## src/rtl/sevseg_pkg.sv

```systemverilog
// Shared types and constants for the seven-segment scan driver.
// Segment table is active-high, bit order {g,f,e,d,c,b,a}.
package sevseg_pkg;

    typedef enum logic {
        S_BLANK,
        S_ON
    } state_e;

    localparam int SEG_A = 0;
    localparam int SEG_B = 1;
    localparam int SEG_C = 2;
    localparam int SEG_D = 3;
    localparam int SEG_E = 4;
    localparam int SEG_F = 5;
    localparam int SEG_G = 6;

    localparam logic [6:0] HEX_SEG [16] = '{
        7'h3F, 7'h06, 7'h5B, 7'h4F,
        7'h66, 7'h6D, 7'h7D, 7'h07,
        7'h7F, 7'h6F, 7'h77, 7'h7C,
        7'h39, 7'h5E, 7'h79, 7'h71
    };

endpackage

```

## src/rtl/sevseg_if.sv

```systemverilog
// Datapath-facing bundle of the seven-segment scan driver.
// master = datapath side, slave = driver side.
interface sevseg_if #(
    parameter int NUM_DIGITS = 2
) ();

    localparam int IW = (NUM_DIGITS > 1) ? $clog2(NUM_DIGITS) : 1;

    logic [4*NUM_DIGITS-1:0] digits_i;
    logic [NUM_DIGITS-1:0]   dp_i;
    logic [NUM_DIGITS-1:0]   blank_i;
    logic                    update_i;
    logic [6:0]              seg_o;
    logic                    dp_o;
    logic [NUM_DIGITS-1:0]   an_o;
    logic [IW-1:0]           digit_idx_o;
    logic                    frame_done_o;

    modport master (
        output digits_i, dp_i, blank_i, update_i,
        input  seg_o, dp_o, an_o, digit_idx_o, frame_done_o
    );

    modport slave (
        input  digits_i, dp_i, blank_i, update_i,
        output seg_o, dp_o, an_o, digit_idx_o, frame_done_o
    );

endinterface

```

## src/rtl/sevseg_decode.sv

```systemverilog
// Hex nibble to active-high seven-segment pattern.
module sevseg_decode
    import sevseg_pkg::*;
(
    input  logic [3:0] nib_i,
    output logic [6:0] seg_o
);

    assign seg_o = HEX_SEG[nib_i];

endmodule

```

## src/rtl/sevseg_mux_driver.sv

```systemverilog
// Time-multiplexed N-digit seven-segment driver with dead time
// and a frame-synchronous shadow register.
module sevseg_mux_driver
    import sevseg_pkg::*;
#(
    parameter int NUM_DIGITS     = 2,
    parameter int REFRESH_DIV    = 20000,
    parameter int BLANK_CYCLES   = 16,
    parameter bit SEG_ACTIVE_LOW = 1'b1,
    parameter bit AN_ACTIVE_LOW  = 1'b1
) (
    input logic clk,
    input logic reset,
    sevseg_if.slave bus
);

    localparam int IW = (NUM_DIGITS > 1) ? $clog2(NUM_DIGITS) : 1;
    localparam int CW = (REFRESH_DIV > 1) ? $clog2(REFRESH_DIV) : 1;
    localparam logic [CW-1:0] CNT_MAX = CW'(REFRESH_DIV - 1);
    localparam logic [IW-1:0] IDX_MAX = IW'(NUM_DIGITS - 1);

    logic [CW-1:0] cnt_q, cnt_d;
    logic [IW-1:0] idx_q, idx_d;
    state_e        st_q, st_d;
    logic          pend_q, pend_d;

    logic [NUM_DIGITS-1:0][3:0] dig_q, dig_d;
    logic [NUM_DIGITS-1:0]      dp_q, dp_d;
    logic [NUM_DIGITS-1:0]      blk_q, blk_d;

    logic [6:0]            seg_q, seg_d;
    logic                  dpo_q, dpo_d;
    logic [NUM_DIGITS-1:0] an_q, an_d;
    logic                  fd_q, fd_d;

    logic [3:0] nib;
    logic [6:0] seg_hi;
    logic       load;
    logic       on;

    sevseg_decode u_dec (
        .nib_i (nib),
        .seg_o (seg_hi)
    );

    // Outputs are built from next-state values so they line up with cnt/state.
    always_comb begin
        load   = fd_q & (pend_q | bus.update_i);
        pend_d = ~load & (pend_q | bus.update_i);
        dig_d  = load ? bus.digits_i : dig_q;
        dp_d   = load ? bus.dp_i : dp_q;
        blk_d  = load ? bus.blank_i : blk_q;

        cnt_d = cnt_q + 1'b1;
        idx_d = idx_q;
        if (cnt_q == CNT_MAX) begin
            cnt_d = '0;
            idx_d = (idx_q == IDX_MAX) ? '0 : idx_q + 1'b1;
        end

        st_d = (int'(cnt_d) < BLANK_CYCLES) ? S_BLANK : S_ON;

        nib   = dig_d[idx_d];
        on    = (st_d == S_ON) & ~blk_d[idx_d];
        an_d  = {NUM_DIGITS{AN_ACTIVE_LOW}}
              ^ (on ? (NUM_DIGITS'(1) << idx_d) : '0);
        seg_d = {7{SEG_ACTIVE_LOW}} ^ (on ? seg_hi : 7'h00);
        dpo_d = SEG_ACTIVE_LOW ^ (on & dp_d[idx_d]);
        fd_d  = (cnt_d == CNT_MAX) & (idx_d == IDX_MAX);
    end

    always_ff @(posedge clk) begin
        if (reset) begin
            cnt_q  <= '0;
            idx_q  <= '0;
            st_q   <= S_BLANK;
            pend_q <= 1'b0;
            dig_q  <= '0;
            dp_q   <= '0;
            blk_q  <= '0;
            seg_q  <= {7{SEG_ACTIVE_LOW}};
            dpo_q  <= SEG_ACTIVE_LOW;
            an_q   <= {NUM_DIGITS{AN_ACTIVE_LOW}};
            fd_q   <= 1'b0;
        end else begin
            cnt_q  <= cnt_d;
            idx_q  <= idx_d;
            st_q   <= st_d;
            pend_q <= pend_d;
            dig_q  <= dig_d;
            dp_q   <= dp_d;
            blk_q  <= blk_d;
            seg_q  <= seg_d;
            dpo_q  <= dpo_d;
            an_q   <= an_d;
            fd_q   <= fd_d;
        end
    end

    assign bus.seg_o        = seg_q;
    assign bus.dp_o         = dpo_q;
    assign bus.an_o         = an_q;
    assign bus.digit_idx_o  = idx_q;
    assign bus.frame_done_o = fd_q;

endmodule

```

## src/flat_wrapper.sv

```systemverilog
// flat-port wrapper written by rule: the top's interface ports become plain ports
module sevseg_mux_driver_flat import sevseg_pkg::*;
#(
    parameter int NUM_DIGITS     = 2,
    parameter int REFRESH_DIV    = 20000,
    parameter int BLANK_CYCLES   = 16,
    parameter bit SEG_ACTIVE_LOW = 1'b1,
    parameter bit AN_ACTIVE_LOW  = 1'b1
)
  (clk, reset, bus_digits_i, bus_dp_i, bus_blank_i, bus_update_i, bus_seg_o, bus_dp_o, bus_an_o, bus_digit_idx_o, bus_frame_done_o);
  sevseg_if #(.NUM_DIGITS(NUM_DIGITS)) bus_i ();
  input logic clk;
  input logic reset;
  input wire logic [$bits(bus_i.digits_i)-1:0] bus_digits_i;
  input wire logic [$bits(bus_i.dp_i)-1:0] bus_dp_i;
  input wire logic [$bits(bus_i.blank_i)-1:0] bus_blank_i;
  input wire logic [$bits(bus_i.update_i)-1:0] bus_update_i;
  output wire logic [$bits(bus_i.seg_o)-1:0] bus_seg_o;
  output wire logic [$bits(bus_i.dp_o)-1:0] bus_dp_o;
  output wire logic [$bits(bus_i.an_o)-1:0] bus_an_o;
  output wire logic [$bits(bus_i.digit_idx_o)-1:0] bus_digit_idx_o;
  output wire logic [$bits(bus_i.frame_done_o)-1:0] bus_frame_done_o;
  assign bus_i.digits_i = bus_digits_i;
  assign bus_i.dp_i = bus_dp_i;
  assign bus_i.blank_i = bus_blank_i;
  assign bus_i.update_i = bus_update_i;
  assign bus_seg_o = bus_i.seg_o;
  assign bus_dp_o = bus_i.dp_o;
  assign bus_an_o = bus_i.an_o;
  assign bus_digit_idx_o = bus_i.digit_idx_o;
  assign bus_frame_done_o = bus_i.frame_done_o;
  sevseg_mux_driver #(.NUM_DIGITS(NUM_DIGITS), .REFRESH_DIV(REFRESH_DIV), .BLANK_CYCLES(BLANK_CYCLES), .SEG_ACTIVE_LOW(SEG_ACTIVE_LOW), .AN_ACTIVE_LOW(AN_ACTIVE_LOW)) u_core (.clk(clk), .reset(reset), .bus(bus_i));
endmodule
```

## config.mk

```make
export PLATFORM = sky130hd
export DESIGN_NAME = sevseg_mux_driver_flat
export DESIGN_NICKNAME = d
export VERILOG_FILES = /design/src/rtl/sevseg_pkg.sv /design/src/rtl/sevseg_if.sv /design/src/rtl/sevseg_decode.sv /design/src/rtl/sevseg_mux_driver.sv /design/src/flat_wrapper.sv
export SDC_FILE = /design/constraint.sdc
export NUM_CORES = 1
export LEC_CHECK = 0
export CELL_PAD_IN_SITES_DETAIL_PLACEMENT = 1
export CELL_PAD_IN_SITES_GLOBAL_PLACEMENT = 1
export CORE_MARGIN = 8
export CORE_UTILIZATION = 30
export CTS_CLUSTER_SIZE = 40
export DETAILED_ROUTE_END_ITERATION = 8
export PLACE_DENSITY_LB_ADDON = 0.1
export SYNTH_ARGS = -nofsm -noshare
export SYNTH_HDL_FRONTEND = slang
export SYNTH_SLANG_ARGS = --single-unit
export TNS_END_PERCENT = 1
```

## constraint.sdc

```tcl
create_clock -name clk -period 2.6 [get_ports clk]
set_input_delay 0.52 -clock clk [delete_from_list [all_inputs] [get_ports clk]]
set_output_delay 0.52 -clock clk [all_outputs]
set_load 0.05 [all_outputs]
```

=== Yosys cells after proc, flatten, opt, wreduce, memory -nomap -nowiden ===
Memories as Yosys holds them, arrays and structs flattened.
Index checks and enable logic that the tools add are counted.

* Add/sub/neg operators: 2
* Order comparisons: 3
* Equality and inequality tests: 2
* Shifts and indexed selects: 1
* Muxes and demuxes: 17
* Bitwise operators: 12

{| class="wikitable"
|+ Operator list
! kind !! number
|-
| == test 15 bit, second input constant || 2
|-
| 2-to-1 mux 7 bit || 3
|-
| adder 15 x 1 -> 15 bit, second input constant || 1
|-
| less-than comparator 15 x 5 -> 1 bit, second input constant || 1
|-
| 2-to-1 mux 15 bit || 1
|-
| 2-to-1 mux 4 bit || 2
|-
| 2-to-1 mux 8 bit || 1
|-
| 2-to-1 mux 1 bit || 7
|-
| NOT 7 bit || 1
|-
| 2-to-1 mux 2 bit || 3
|-
| AND 1 bit || 5
|-
| >= comparator 5 bit, second input constant || 1
|-
| NOT 4 -> 5 bit || 1
|-
| NOT 1 bit || 3
|-
| less-than comparator 1 x 2 -> 1 bit, second input constant || 1
|-
| NOT 2 bit || 1
|-
| left shift 1 x 1 -> 2 bit, first input constant || 1
|-
| adder 1 bit, second input constant || 1
|-
| OR 1 bit || 1
|}

* Flip-flop bits (word level): 40
* ROM bits: 112
* Bits of input ports: 15
* Output and inout bits: 12
* Memories kept: 1

{| class="wikitable"
|+ Memories
! name !! words !! width !! rd ports !! clocked after memory_dff !! write ports !! line !! RTL
|-
| (name not given) || 16 || 7 || 1 || 0 || 0 || sevseg_decode.sv:9 || <nowiki>assign seg_o = HEX_SEG[nib_i];</nowiki>
|}

=== Logic depth before layout (Yosys ltp) ===
Gate-level depths: netlist of run 1.

* Depth in word-level cells: 11
* Gate-level depth with buffers: 11
* Mapped depth without buffers: 11

=== Hierarchy ===
A second synthesis of run 1 with hierarchy kept.

* Cells, all modules: 217
* Area total of the unflattened synthesis: 2084.5 µm²

{| class="wikitable"
|+ Modules (own cells, without submodules)
! module !! instances !! cells an instance !! area an instance (µm²) !! sequential area each (µm²)
|-
| sevseg_mux_driver || 1 || 184 || 1794.2 || 800.8
|-
| sevseg_decode || 1 || 33 || 290.3 || 0.0
|}

=== Least setup slack after synthesis of run 1 ===
No wires, ideal clock.

* Path type: reg2reg
* Start point: register u_core.cnt_q[0]
* End point: register u_core.seg_q[1] (netlist: u_core.bus.seg_o[1])
* Data arrival time: 2.716 ns
* Required time: 2.446 ns
* Slack: -0.271 ns
* Cell stages (with the launch flop): 11
* Clock period less this slack: 2.871 ns
* Cell sequence: dfxtp_1 ha_1 nand4_4 nor4_4 xnor2_2 mux2i_1 inv_1 ha_1 o21ai_0 a21boi_0 o211ai_1

* Word-level cells in the longest chain between the ends: 10

{| class="wikitable"
|+ Ends and longest elaborated chain
! what !! line !! RTL
|-
| from (decl) || sevseg_mux_driver.sv:22 || <nowiki>logic [CW-1:0] cnt_q, cnt_d;</nowiki>
|-
| from (signal assigned) || sevseg_mux_driver.sv:86 || <nowiki>cnt_q <= cnt_d;</nowiki>
|-
| branches (longest 8 deep; another with adder 15 x 1 -> 15 bit) || - ||
|-
| 2-to-1 mux 7 bit * || sevseg_mux_driver.sv:67 || <nowiki>seg_d = {7{SEG_ACTIVE_LOW}} ^ (on ? seg_hi : 7'h00);</nowiki>
|-
| NOT 7 bit (no source line) * || - ||
|-
| to (signal assigned) || sevseg_mux_driver.sv:81 || <nowiki>seg_q <= {7{SEG_ACTIVE_LOW}};</nowiki>
|-
| to (signal assigned) || sevseg_mux_driver.sv:93 || <nowiki>seg_q <= seg_d;</nowiki>
|-
| to (decl) || sevseg_mux_driver.sv:31 || <nowiki>logic [6:0] seg_q, seg_d;</nowiki>
|}

Every way passes the cells marked *. The select of a mux whose other input is x is not followed.
A chain may end at the register's enable or synchronous reset.

=== Worst setup path after layout of run 1 ===
* Start point: register u_core.cnt_q[1]
* End point: register u_core.seg_q[1] (netlist: u_core.bus.seg_o[1])

The elaborated chain is that of the path after synthesis.

==> metrics.cfg, run 1 <==
[clock_tree]
cts_tree=done
cts.sinks=40
cts.clk_slew.worst_paths_ps=80
clockRootBuffer=clkbuf_8
cts_buffer_depth=2
h-tree-depth=2
insertion_delay_ps=290
cts_buffers=5

[setup_path]
crit_path_end_kind=flip-flop
reg2reg_depth=11
crit_fanout=5
worstReg2RegEnd=u_core.bus.seg_o[1]
endpoint=u_core.bus.seg_o[1]
start_kind=flip-flop
r2r_start=u_core.cnt_q[1]
path_class=flip-flop to flip-flop
r2r_slack_ps=120
cp_common_cell=ha_4
arrival_ps=2690
critPathMaxStageDelay_ps=370
cp_top_family=adder cells
slowest_stage=dfxtp_4
critPathBufInv=2
cp_num_cells=11
crit_required_ps=2810
cp-startpoint=u_core.cnt_q[1]
crit_path_cell_trace=ha_4 > nand4_4 > nor4_4 > buf_4 > xnor2_4 > mux2i_4 > inv_2 > ha_4 > o21ai_1 > a21boi_2 > o211ai_1

[synthesis]
synthAdderAreaFrac_pct=4.80
synth_top_family_by_area=simple AND/OR/NAND/NOR gates
synthesis.nets=241
post-synth-top-area-cell=dfxtp_1
seq_area_frac_synth_pct=38.4
synth_edf_count=0
syn-cell-area_um2=2080
synth.area.top_cells=dfxtp_1 (38%), mux2i_1 (7.7%), nor2_1 (5.6%)
synth_common_cells=dfxtp_1 (40), nor2_1 (31), mux2i_1 (16)
synth_ff_type=dfxtp_1
muxShareOfSynthArea_pct=12.0
yosys.area.top_type_share_pct=38.4
syn_inst=218
ys_types=53
yosysWarningCount=0
async_reset_ff_share_pct=0
syn_area_per_cell_um2=9.56
synth_compound_area_share_pct=13.4
synth-seq-cells=40
synthXorXnorAreaFrac_pct=7.51
synth-simple-area-share_pct=21.3
synth.most_common_cell=dfxtp_1

[floorplan]
num_rows=30
dieArea_um2=9870
core_um2=6760
die_w_um=99.3
io_pins=27
die_y_um=99.3
initial_core_util_pct=30.8

[detailed_routing]
drc=0
ant_nets=0
avgRoutedWirePerCell_um=15.7
drt_wl_total_um=5750
drtPass1Iterations=4
initialDrtViolationCount=40
vias=1837
avgViaCountPerCell=5.02

[pwr]
combPwrFrac_pct=5.0
seq_power_share_pct=57.1
intPower_uw=837
p_per_area_nw_per_um2=378
peakVddDrop_uv=186
leakage_uw=0.00115
power_frac_clock_pct=37.9
swShare_pct=23.2
power_switching_uw=253

[layout]
area_growth_pct=38.3
drive_above_1_share_pct=27.6
n_fill_cell=790
finish.instance_area_um2=2880
n_antenna_cell=0
nets=308

[global_routing]
grt_pass1_vias=1928
grt_max_degree=20
grt_overflow=0
grt_use_total_pct=12.1
antenna_found_initial=0
grt_pass1_wl_um=9560

[run]
drv_cap=0

[sta]
drv_slew=0
slew_headroom_pct=64.9
fin_crit_ps=2480
setup_violations=0
clock_skew_ps=4.02
final_hold_viol_count=0
max_freq_ghz=0.403
whs_ps=438
period_share_pct=95.4
tightest_slew_ps=525

[hold_path]
hold_path_class=flip-flop to flip-flop

[place]
dp_hpwl_um=4410
port_buffers=26
routabilityCongestion=0.766
dpl_cell_area_um2=2730

[run_status]
status=finished, final reports clean

cell families (layout without fill, tap and decap cells):
family / after synthesis / count (layout)
buffers and inverters: 13 / 81
xor gates and xnor gates: 17 / 17
muxes: 22 / 22
AOI/OAI and AO/OA: 37 / 37
adders and majority gates: 8 / 8
and+or+nand+nor: 81 / 81
DFF: 40 / 40
metal layers:
| layer | GRT usage (%) | part of all wire, % | vias up |
|---|---|---|---|
| met1 | 15.9 | 49 | 871 |
| met5 | 0 | 0 | - |
| li1 | - | - | 925 |
| met3 | 2.65 | 4.4 | 5 |
| met2 | 19.0 | 45 | 36 |
| met4 | 4.07 | 1.0 | 0 |
registers in the layout (all words and copies together), names as in the netlist:
signal and count:
u_core.blk_q 2, u_core.dig_q 8, u_core.bus.frame_done_o 1, u_core.bus.digit_idx_o 1
u_core.dp_q 2, u_core.bus.an_o 2, u_core.bus.seg_o 7, u_core.pend_q 1
u_core.bus.dp_o 1, u_core.cnt_q 15
timing repair:
| item | in CTS | in global routing |
|---|---|---|
| resized for setup | 0 | 4 |
| hold buffers | 0 | 0 |
| setup endpoints to repair | 3 | 4 |
| pin swaps | 1 | 4 |
| setup buffers | 1 | 6 |
power groups by stage:
stage,logic (µW),clock network (µW),registers (µW)
2_1_floorplan,15.6,0,639
3_3_place_gp,50.3,0,639
3_5_place_dp,50.4,0,639
4_1_cts,50.4,435,624
5_1_grt,61.1,456,624
6_report,54.8,413,623
how the worst min path moves through the flow:
stage	to	start	slack (ps)	cells after the start
finish	u_core.cnt_q[0]	u_core.cnt_q[0]	440	1
detailed placement	u_core.cnt_q[0]	u_core.cnt_q[0]	450	1
CTS	u_core.cnt_q[0]	u_core.cnt_q[0]	470	1
global route	u_core.cnt_q[0]	u_core.cnt_q[0]	450	1
global placement	u_core.cnt_q[0]	u_core.cnt_q[0]	450	1
floorplan	u_core.cnt_q[0]	u_core.cnt_q[0]	440	1
per-stage QoR:
step / power [µW] / instances / setup WS (ps) / utilization, % / setup TNS [ps]
6_report: 1090 / 366 / 120 / 42.6 / 0
3_3_place_gp: 689 / 351 / -37.6 / 40.4 / -78.3
5_1_grt: 1140 / 366 / -4.94 / 42.6 / -4.94
2_1_floorplan: 654 / 218 / -13.8 / - / -19.4
4_1_cts: 1110 / 360 / 44.5 / 41.8 / 0
3_5_place_dp: 689 / 351 / -89.3 / 40.4 / -245
layout make-up:
cell class / instances / area (µm²) / area share, %
repair buffers: 67 / 568 / 19.7
clock buffers: 6 / 72.6 / 2.52
well taps: 80 / 100 / 3.48
clock inverters: 2 / 12.5 / 0.434
inverters: 6 / 23.8 / 0.825
multi-input cells: 165 / 1290 / 45.0
flip-flops and latches: 40 / 808 / 28.1
cell usage in the layout, fill, tap and decap left out, types with 3 or more instances in the layout:
cell             instances
nor3_1                   6
xor2_1                  10
xnor2_1                  6
o211ai_1                 3
a211oi_1                 6
o21ai_1                  3
nand2_1                  7
nor2_1                  31
clkdlybuf4s50_1         26
a21oi_1                  6
inv_1                    3
buf_4                   41
nand3_1                 11
dfxtp_1                 38
nand4_1                  5
ha_1                     4
clkbuf_8                 5
mux2i_1                 15
Power figures use the tool's default switching activity.
==> run 2: changes to the inputs <==
--- a/config.mk
+++ b/config.mk
@@ -7,6 +7,7 @@
 export LEC_CHECK = 0
 export CELL_PAD_IN_SITES_DETAIL_PLACEMENT = 1
 export CELL_PAD_IN_SITES_GLOBAL_PLACEMENT = 1
+export CORE_ASPECT_RATIO = 0.5
 export CORE_MARGIN = 8
 export CORE_UTILIZATION = 30
 export CTS_CLUSTER_SIZE = 40
==> run 2 against run 1 <==
Count of clock-buffer cells in the layout rose by 2. Utilization rose by 1.4 points. Total power rose by 19%. Hold slack improved by 6.0 ps. Global-route usage fell by 0.056 points. Combinational power fell by 4.9%. Die area rose by 1.6%. Critical endpoint unchanged. Largest cell class unchanged.
==> metrics.cfg, run 2 (same netlist as run 1, synthesis figures left out) <==
[clock_tree]
insertion_delay_ps=280  ; was 290 ps
clockRootBuffer=clkbuf_16  ; was clkbuf_8
cts.clk_slew.worst_paths_ps=60  ; was 80 ps
cts_tree=done  ; unchanged
cts_buffer_depth=2  ; unchanged
cts.sinks=40  ; unchanged
postCtsHoldBufs=0  ; unchanged
h-tree-depth=2  ; unchanged
cts_buffers=5  ; unchanged

[place]
port_buffers=26  ; unchanged
dp_hpwl_um=4410  ; about the same
routabilityCongestion=0.841  ; was 0.766

[setup_path]
critPathBufInv=2  ; unchanged
crit_required_ps=2800  ; was 2810 ps
critPathMaxStageDelay_ps=360  ; was 370 ps
start_kind=flip-flop  ; unchanged
path_class=flip-flop to flip-flop  ; unchanged
arrival_ps=2690  ; about the same
crit_path_end_kind=flip-flop  ; unchanged
crit_path_cell_trace=ha_4 > nand4_4 > nor4_4 > buf_4 > xnor2_4 > mux2i_4 > inv_2 > ha_4 > o21ai_2 > a21boi_2 > o211ai_1  ; was ha_4 > nand4_4 > nor4_4 > buf_4 > xnor2_4 > mux2i_4 > inv_2 > ha_4 > o21ai_1 > a21boi_2 > o211ai_1
crit_fanout=4  ; was 5
slowest_stage=dfxtp_4  ; unchanged
cp_common_cell=ha_4  ; unchanged
cp_top_family=simple AND/OR/NAND/NOR gates  ; was adder cells

[floorplan]
num_rows=21  ; was 30
io_pins=27  ; unchanged
dieArea_um2=10000  ; was 9870 µm²
initial_core_util_pct=31.1  ; was 30.8%
die_y_um=74.9  ; was 99.3 µm
die_w_um=134  ; was 99.3 µm
core_um2=6700  ; was 6760 µm²

[detailed_routing]
drc=0  ; unchanged
drtPass1Iterations=4  ; unchanged
drt_wl_total_um=5800  ; was 5750 µm
avgRoutedWirePerCell_um=15.6  ; was 15.7 µm
vias=1838  ; was 1837
ant_nets=0  ; unchanged
initialDrtViolationCount=64  ; was 40
avgViaCountPerCell=4.95  ; was 5.02

[sta]
setup_tns_ps=0  ; unchanged
tightest_slew_ps=510  ; was 525 ps
fin_crit_ps=2490  ; was 2480 ps
drv_slew=0  ; unchanged
setup_violations=0  ; unchanged
max_freq_ghz=0.402  ; was 0.403 GHz
rsz0062_at_grt=true
clock_skew_ps=3.81  ; was 4.02 ps
final_hold_viol_count=0  ; unchanged
slew_headroom_pct=65.9  ; was 64.9%
period_share_pct=95.8  ; was 95.4%

[layout]
nets=301  ; was 308
max_flop_register=u_core.cnt_q  ; unchanged
drive_above_1_share_pct=26.2  ; was 27.6%
final_cell_mix=dfxtp_1 (38), buf_4 (34), nor2_1 (31)  ; was buf_4 (41), dfxtp_1 (38), nor2_1 (31)
seq_area_um2=808  ; unchanged
multi_input_area_um2=1340  ; was 1290 µm²
fin_util_pct=44.0  ; was 42.6%
area_growth_pct=41.5  ; was 38.3%
final_common_cell=dfxtp_1  ; was buf_4
largest_register_ffs=15  ; unchanged
n_fill_cell=785  ; was 790
n_antenna_cell=0  ; unchanged

[global_routing]
grt_pass1_wl_um=9560  ; unchanged
grt_pass1_vias=1925  ; was 1928
grt_max_degree=21  ; was 20
grt_use_total_pct=12.0  ; was 12.1%
antenna_found_initial=0  ; unchanged
grt_overflow=0  ; unchanged

[hold_path]
hold_path_class=flip-flop to flip-flop  ; unchanged

[run_status]
status=finished, final reports clean  ; unchanged

[pwr]
p_per_area_nw_per_um2=440  ; was 378 nW/µm²
power.total_uw=1300  ; was 1090 µW
peakVddDrop_uv=213  ; was 186 µV
leakage_uw=0.00115  ; about the same

[run]
drv_cap=0  ; unchanged

## run 2: final timing paths
path	end	start	depth (start not counted)	slack, ps
worst min register to register	u_core.cnt_q[0]	u_core.cnt_q[0]	1	440
worst min-delay path	u_core.cnt_q[0]	u_core.cnt_q[0]	1	440
worst max-delay path	u_core.bus.seg_o[1]	u_core.cnt_q[1]	11	110
worst max register to register	u_core.bus.seg_o[1]	u_core.cnt_q[1]	11	110
## run 2: layer usage
| metal | vias to the layer above | GRT usage, % | part of all wire [%] |
|---|---|---|---|
| met5 | - | 0 | 0 |
| met4 | 0 | 2.96 | 0.59 |
| met3 | 2 | 2.93 | 3.2 |
| met2 | 23 | 22.2 | 50 |
| met1 | 900 | 14.0 | 46 |
| li1 | 913 | - | - |
## run 2: cell type report
type	instances	share of cell area [%]
multi-input cells	165	45.4
inverters	6	0.849
repair buffers	60	17.5
flip-flops and latches	40	27.4
clock buffers	8	4.97
well taps	92	3.90
## run 2: stage by stage
step / hold slack, ps / area (µm²) / cells / worst slack (ps)
final: 444 / 2950 / 371 / 109
after floorplan: 436 / 2150 / 218 / -13.8
after global placement: 453 / 2720 / 359 / -15.3
after global routing: 459 / 2950 / 371 / -21.6
after detailed placement: 459 / 2720 / 359 / -71.6
after CTS: 471 / 2860 / 367 / 21.7
## run 2: repair_timing
| action | in CTS | in global routing |
|---|---|---|
| setup endpoints to repair | 0 | 6 |
| buffers inserted | 0 | 4 |
| endpoints found under the hold margin | 0 | 0 |
| resized for setup | 0 | 10 |
## run 2: power breakdown
part	total (µW)	switching, µW	internal, µW
Clock	620	237	383
Combinational	52.1	20.8	31.3
Sequential	624	5.83	618
==> run 3: changes to the inputs <==
--- a/config.mk
+++ b/config.mk
@@ -8,11 +8,12 @@
 export CELL_PAD_IN_SITES_DETAIL_PLACEMENT = 1
 export CELL_PAD_IN_SITES_GLOBAL_PLACEMENT = 1
 export CORE_ASPECT_RATIO = 0.5
-export CORE_MARGIN = 8
+export CORE_MARGIN = 4
 export CORE_UTILIZATION = 30
 export CTS_CLUSTER_SIZE = 40
 export DETAILED_ROUTE_END_ITERATION = 8
 export PLACE_DENSITY_LB_ADDON = 0.1
+export SKIP_CTS_REPAIR_TIMING = 1
 export SYNTH_ARGS = -nofsm -noshare
 export SYNTH_HDL_FRONTEND = slang
 export SYNTH_SLANG_ARGS = --single-unit
==> run 3 against run 2 <==
Setup slack got worse by 2.1 ps. Routed wire length fell by 2.4%. Total power rose by 7.1%. Fmax barely moved. Count of clock-buffer cells in the layout shrank 3. Clock skew is 0.99 ps lower. Hold slack better by 17 ps. Utilization decreased by 0.17 points. Clock power increased by 15%. Flip-flop and latch count stayed put. Non-clock buffer count shrank 1. Cell area is 0.38% lower. Critical endpoint unchanged. Largest cell class unchanged.
==> metrics.cfg, run 3 (same netlist as run 1, synthesis figures left out) <==
[run_status]
status=finished, final reports clean  ; unchanged

[setup_path]
crit_path_end_kind=flip-flop  ; unchanged
reg2reg_depth=11  ; unchanged
r2r_start=u_core.cnt_q[1]  ; unchanged
crit_required_ps=2810  ; was 2800 ps
arrival_ps=2700  ; was 2690 ps
cp-startpoint=u_core.cnt_q[1]  ; unchanged
critPathBufInv=2  ; unchanged
crit_path_cell_trace=ha_4 > nand4_4 > nor4_4 > buf_4 > xnor2_4 > mux2_4 > buf_4 > ha_4 > o21ai_2 > a21boi_2 > o211ai_1  ; was ha_4 > nand4_4 > nor4_4 > buf_4 > xnor2_4 > mux2i_4 > inv_2 > ha_4 > o21ai_2 > a21boi_2 > o211ai_1
critPathMaxStageDelay_ps=380  ; was 360 ps
crit_fanout=5  ; was 4
cp_num_cells=11  ; unchanged
start_kind=flip-flop  ; unchanged
path_class=flip-flop to flip-flop  ; unchanged
cp_top_family=adder cells  ; was simple AND/OR/NAND/NOR gates
slowest_stage=dfxtp_4  ; unchanged

[detailed_routing]
avgViaCountPerCell=4.89  ; was 4.95
drt_wl_total_um=5660  ; was 5800 µm
vias=1811  ; was 1838
ant_nets=0  ; unchanged
avgRoutedWirePerCell_um=15.3  ; was 15.6 µm
initialDrtViolationCount=83  ; was 64
drc=0  ; unchanged
drtPass1Iterations=4  ; unchanged

[floorplan]
die_w_um=126  ; was 134 µm
core_um2=6700  ; unchanged
dieArea_um2=8420  ; was 10000 µm²
initial_core_util_pct=31.1  ; unchanged
die_y_um=66.9  ; was 74.9 µm
num_rows=21  ; unchanged
io_pins=27  ; unchanged

[layout]
area_growth_pct=41.0  ; was 41.5%
largest_register_ffs=15  ; unchanged
drive_above_1_share_pct=26.6  ; was 26.2%
final_cell_mix=dfxtp_1 (37), buf_4 (33), nor2_1 (31)  ; was dfxtp_1 (38), buf_4 (34), nor2_1 (31)
fin_util_pct=43.8  ; was 44.0%
seq_area_um2=810  ; was 808 µm²
max_flop_register=u_core.cnt_q  ; unchanged
multi_input_area_um2=1310  ; was 1340 µm²
n_fill_cell=783  ; was 785
n_antenna_cell=0  ; unchanged
final_common_cell=dfxtp_1  ; unchanged
nets=300  ; was 301

[pwr]
p_per_area_nw_per_um2=473  ; was 440 nW/µm²
leakage_uw=0.00116  ; was 0.00115 µW
peakVddDrop_uv=210  ; was 213 µV

[hold_path]
hold_depth=1  ; unchanged
hold_path_class=flip-flop to flip-flop  ; unchanged
holdCritStartpoint=u_core.cnt_q[0]  ; unchanged

[global_routing]
grt_pass1_wl_um=9460  ; was 9560 µm
grt_max_degree=21  ; unchanged
grt_overflow=0  ; unchanged
grt_use_total_pct=14.2  ; was 12.0%
grt_pass1_vias=1933  ; was 1925
antenna_found_initial=0  ; unchanged

[clock_tree]
cts_tree=done  ; unchanged
cts_buffers=5  ; unchanged
insertion_delay_ps=280  ; about the same
cts.sinks=40  ; unchanged
clockRootBuffer=clkbuf_16  ; unchanged
cts.clk_slew.worst_paths_ps=60  ; about the same
cts_buffer_depth=2  ; unchanged
h-tree-depth=2  ; unchanged

[place]
routabilityCongestion=0.799  ; was 0.841
post-place-ws_ps=-134  ; was -71.6 ps
dp_hpwl_um=4330  ; was 4410 µm
port_buffers=26  ; unchanged

[run]
drv_cap=0  ; unchanged

[sta]
clock_skew_ps=2.82  ; was 3.81 ps
drv_slew=0  ; unchanged
worst_slack_ps=107  ; was 109 ps
setup_violations=0  ; unchanged
max_freq_ghz=0.401  ; was 0.402 GHz
final_hold_viol_count=0  ; unchanged
period_share_pct=95.9  ; was 95.8%
slew_headroom_pct=66.4  ; was 65.9%
tightest_slew_ps=495  ; was 510 ps
fin_crit_ps=2490  ; about the same
rsz0062_at_grt=false  ; was true

==> run 3: changes by cell type in the layout (fill, tap and decap cells not counted), sizes merged <==
cell      previous run  this run
clkinvlp             0         1
clkbuf               8         5
buf                 34        33
clkinv               0         2
bufinv               0         1
inv                  6         5
==> run 3: area by class of cell <==
cell class | instances | area share (%)
Tap cell | 92 | 3.92
Multi-Input combinational cell | 165 | 44.7
Sequential cell | 40 | 27.6
Clock buffer | 5 | 4.26
Inverter | 6 | 0.810
Clock inverter | 3 | 1.45
Timing Repair Buffer | 59 | 17.3
==> run 3: report_power, final <==
part / leakage, µW / total (µW) / internal, µW / switching, µW
clock network: 0.0000798 / 713 / 451 / 262
registers: 0.000325 / 626 / 618 / 7.73
logic: 0.000753 / 49.6 / 30.3 / 19.2
total: 0.00116 / 1390 / 1100 / 289
==> run 3: path summary, 6_finish.rpt <==
kind | end | slack, ps
worst min-delay path | u_core.cnt_q[0] | 460
worst max register to register | u_core.bus.seg_o[1] | 110
worst max-delay path | u_core.bus.seg_o[1] | 110
worst min register to register | u_core.cnt_q[0] | 460
==> run 3: per-layer routing <==
| metal | GRT usage, % | up-vias | part of all wire [%] |
|---|---|---|---|
| met1 | 17.2 | 883 | 48 |
| met4 | 3.07 | 0 | 0.71 |
| met5 | 0 | - | 0 |
| met2 | 25.7 | 15 | 49 |
| met3 | 3.92 | 5 | 2.6 |
| li1 | - | 908 | - |
==> run 3: through the flow <==
step | instance area, µm² | std cells | setup TNS (ps) | hold slack [ps] | power (µW)
3_5_place_dp | 2720 | 359 | -352 | 462 | 687
5_1_grt | 2940 | 370 | 0 | 476 | 1450
6_report | 2940 | 370 | 0 | 461 | 1390
2_1_floorplan | 2150 | 218 | -19.4 | 436 | 654
4_1_cts | 2880 | 367 | 0 | 473 | 1410
3_3_place_gp | 2720 | 359 | -5.02 | 457 | 685
==> run 3: worst reg2reg max path, delay by kind of cell (launching register included) <==
family | cells | cell delay (ps)
xor+xnor | 1 | 160
buf+inv | 2 | 340
flops | 1 | 380
compound gates | 3 | 350
fa+ha+maj | 2 | 410
simple gates | 2 | 400
mux | 1 | 360
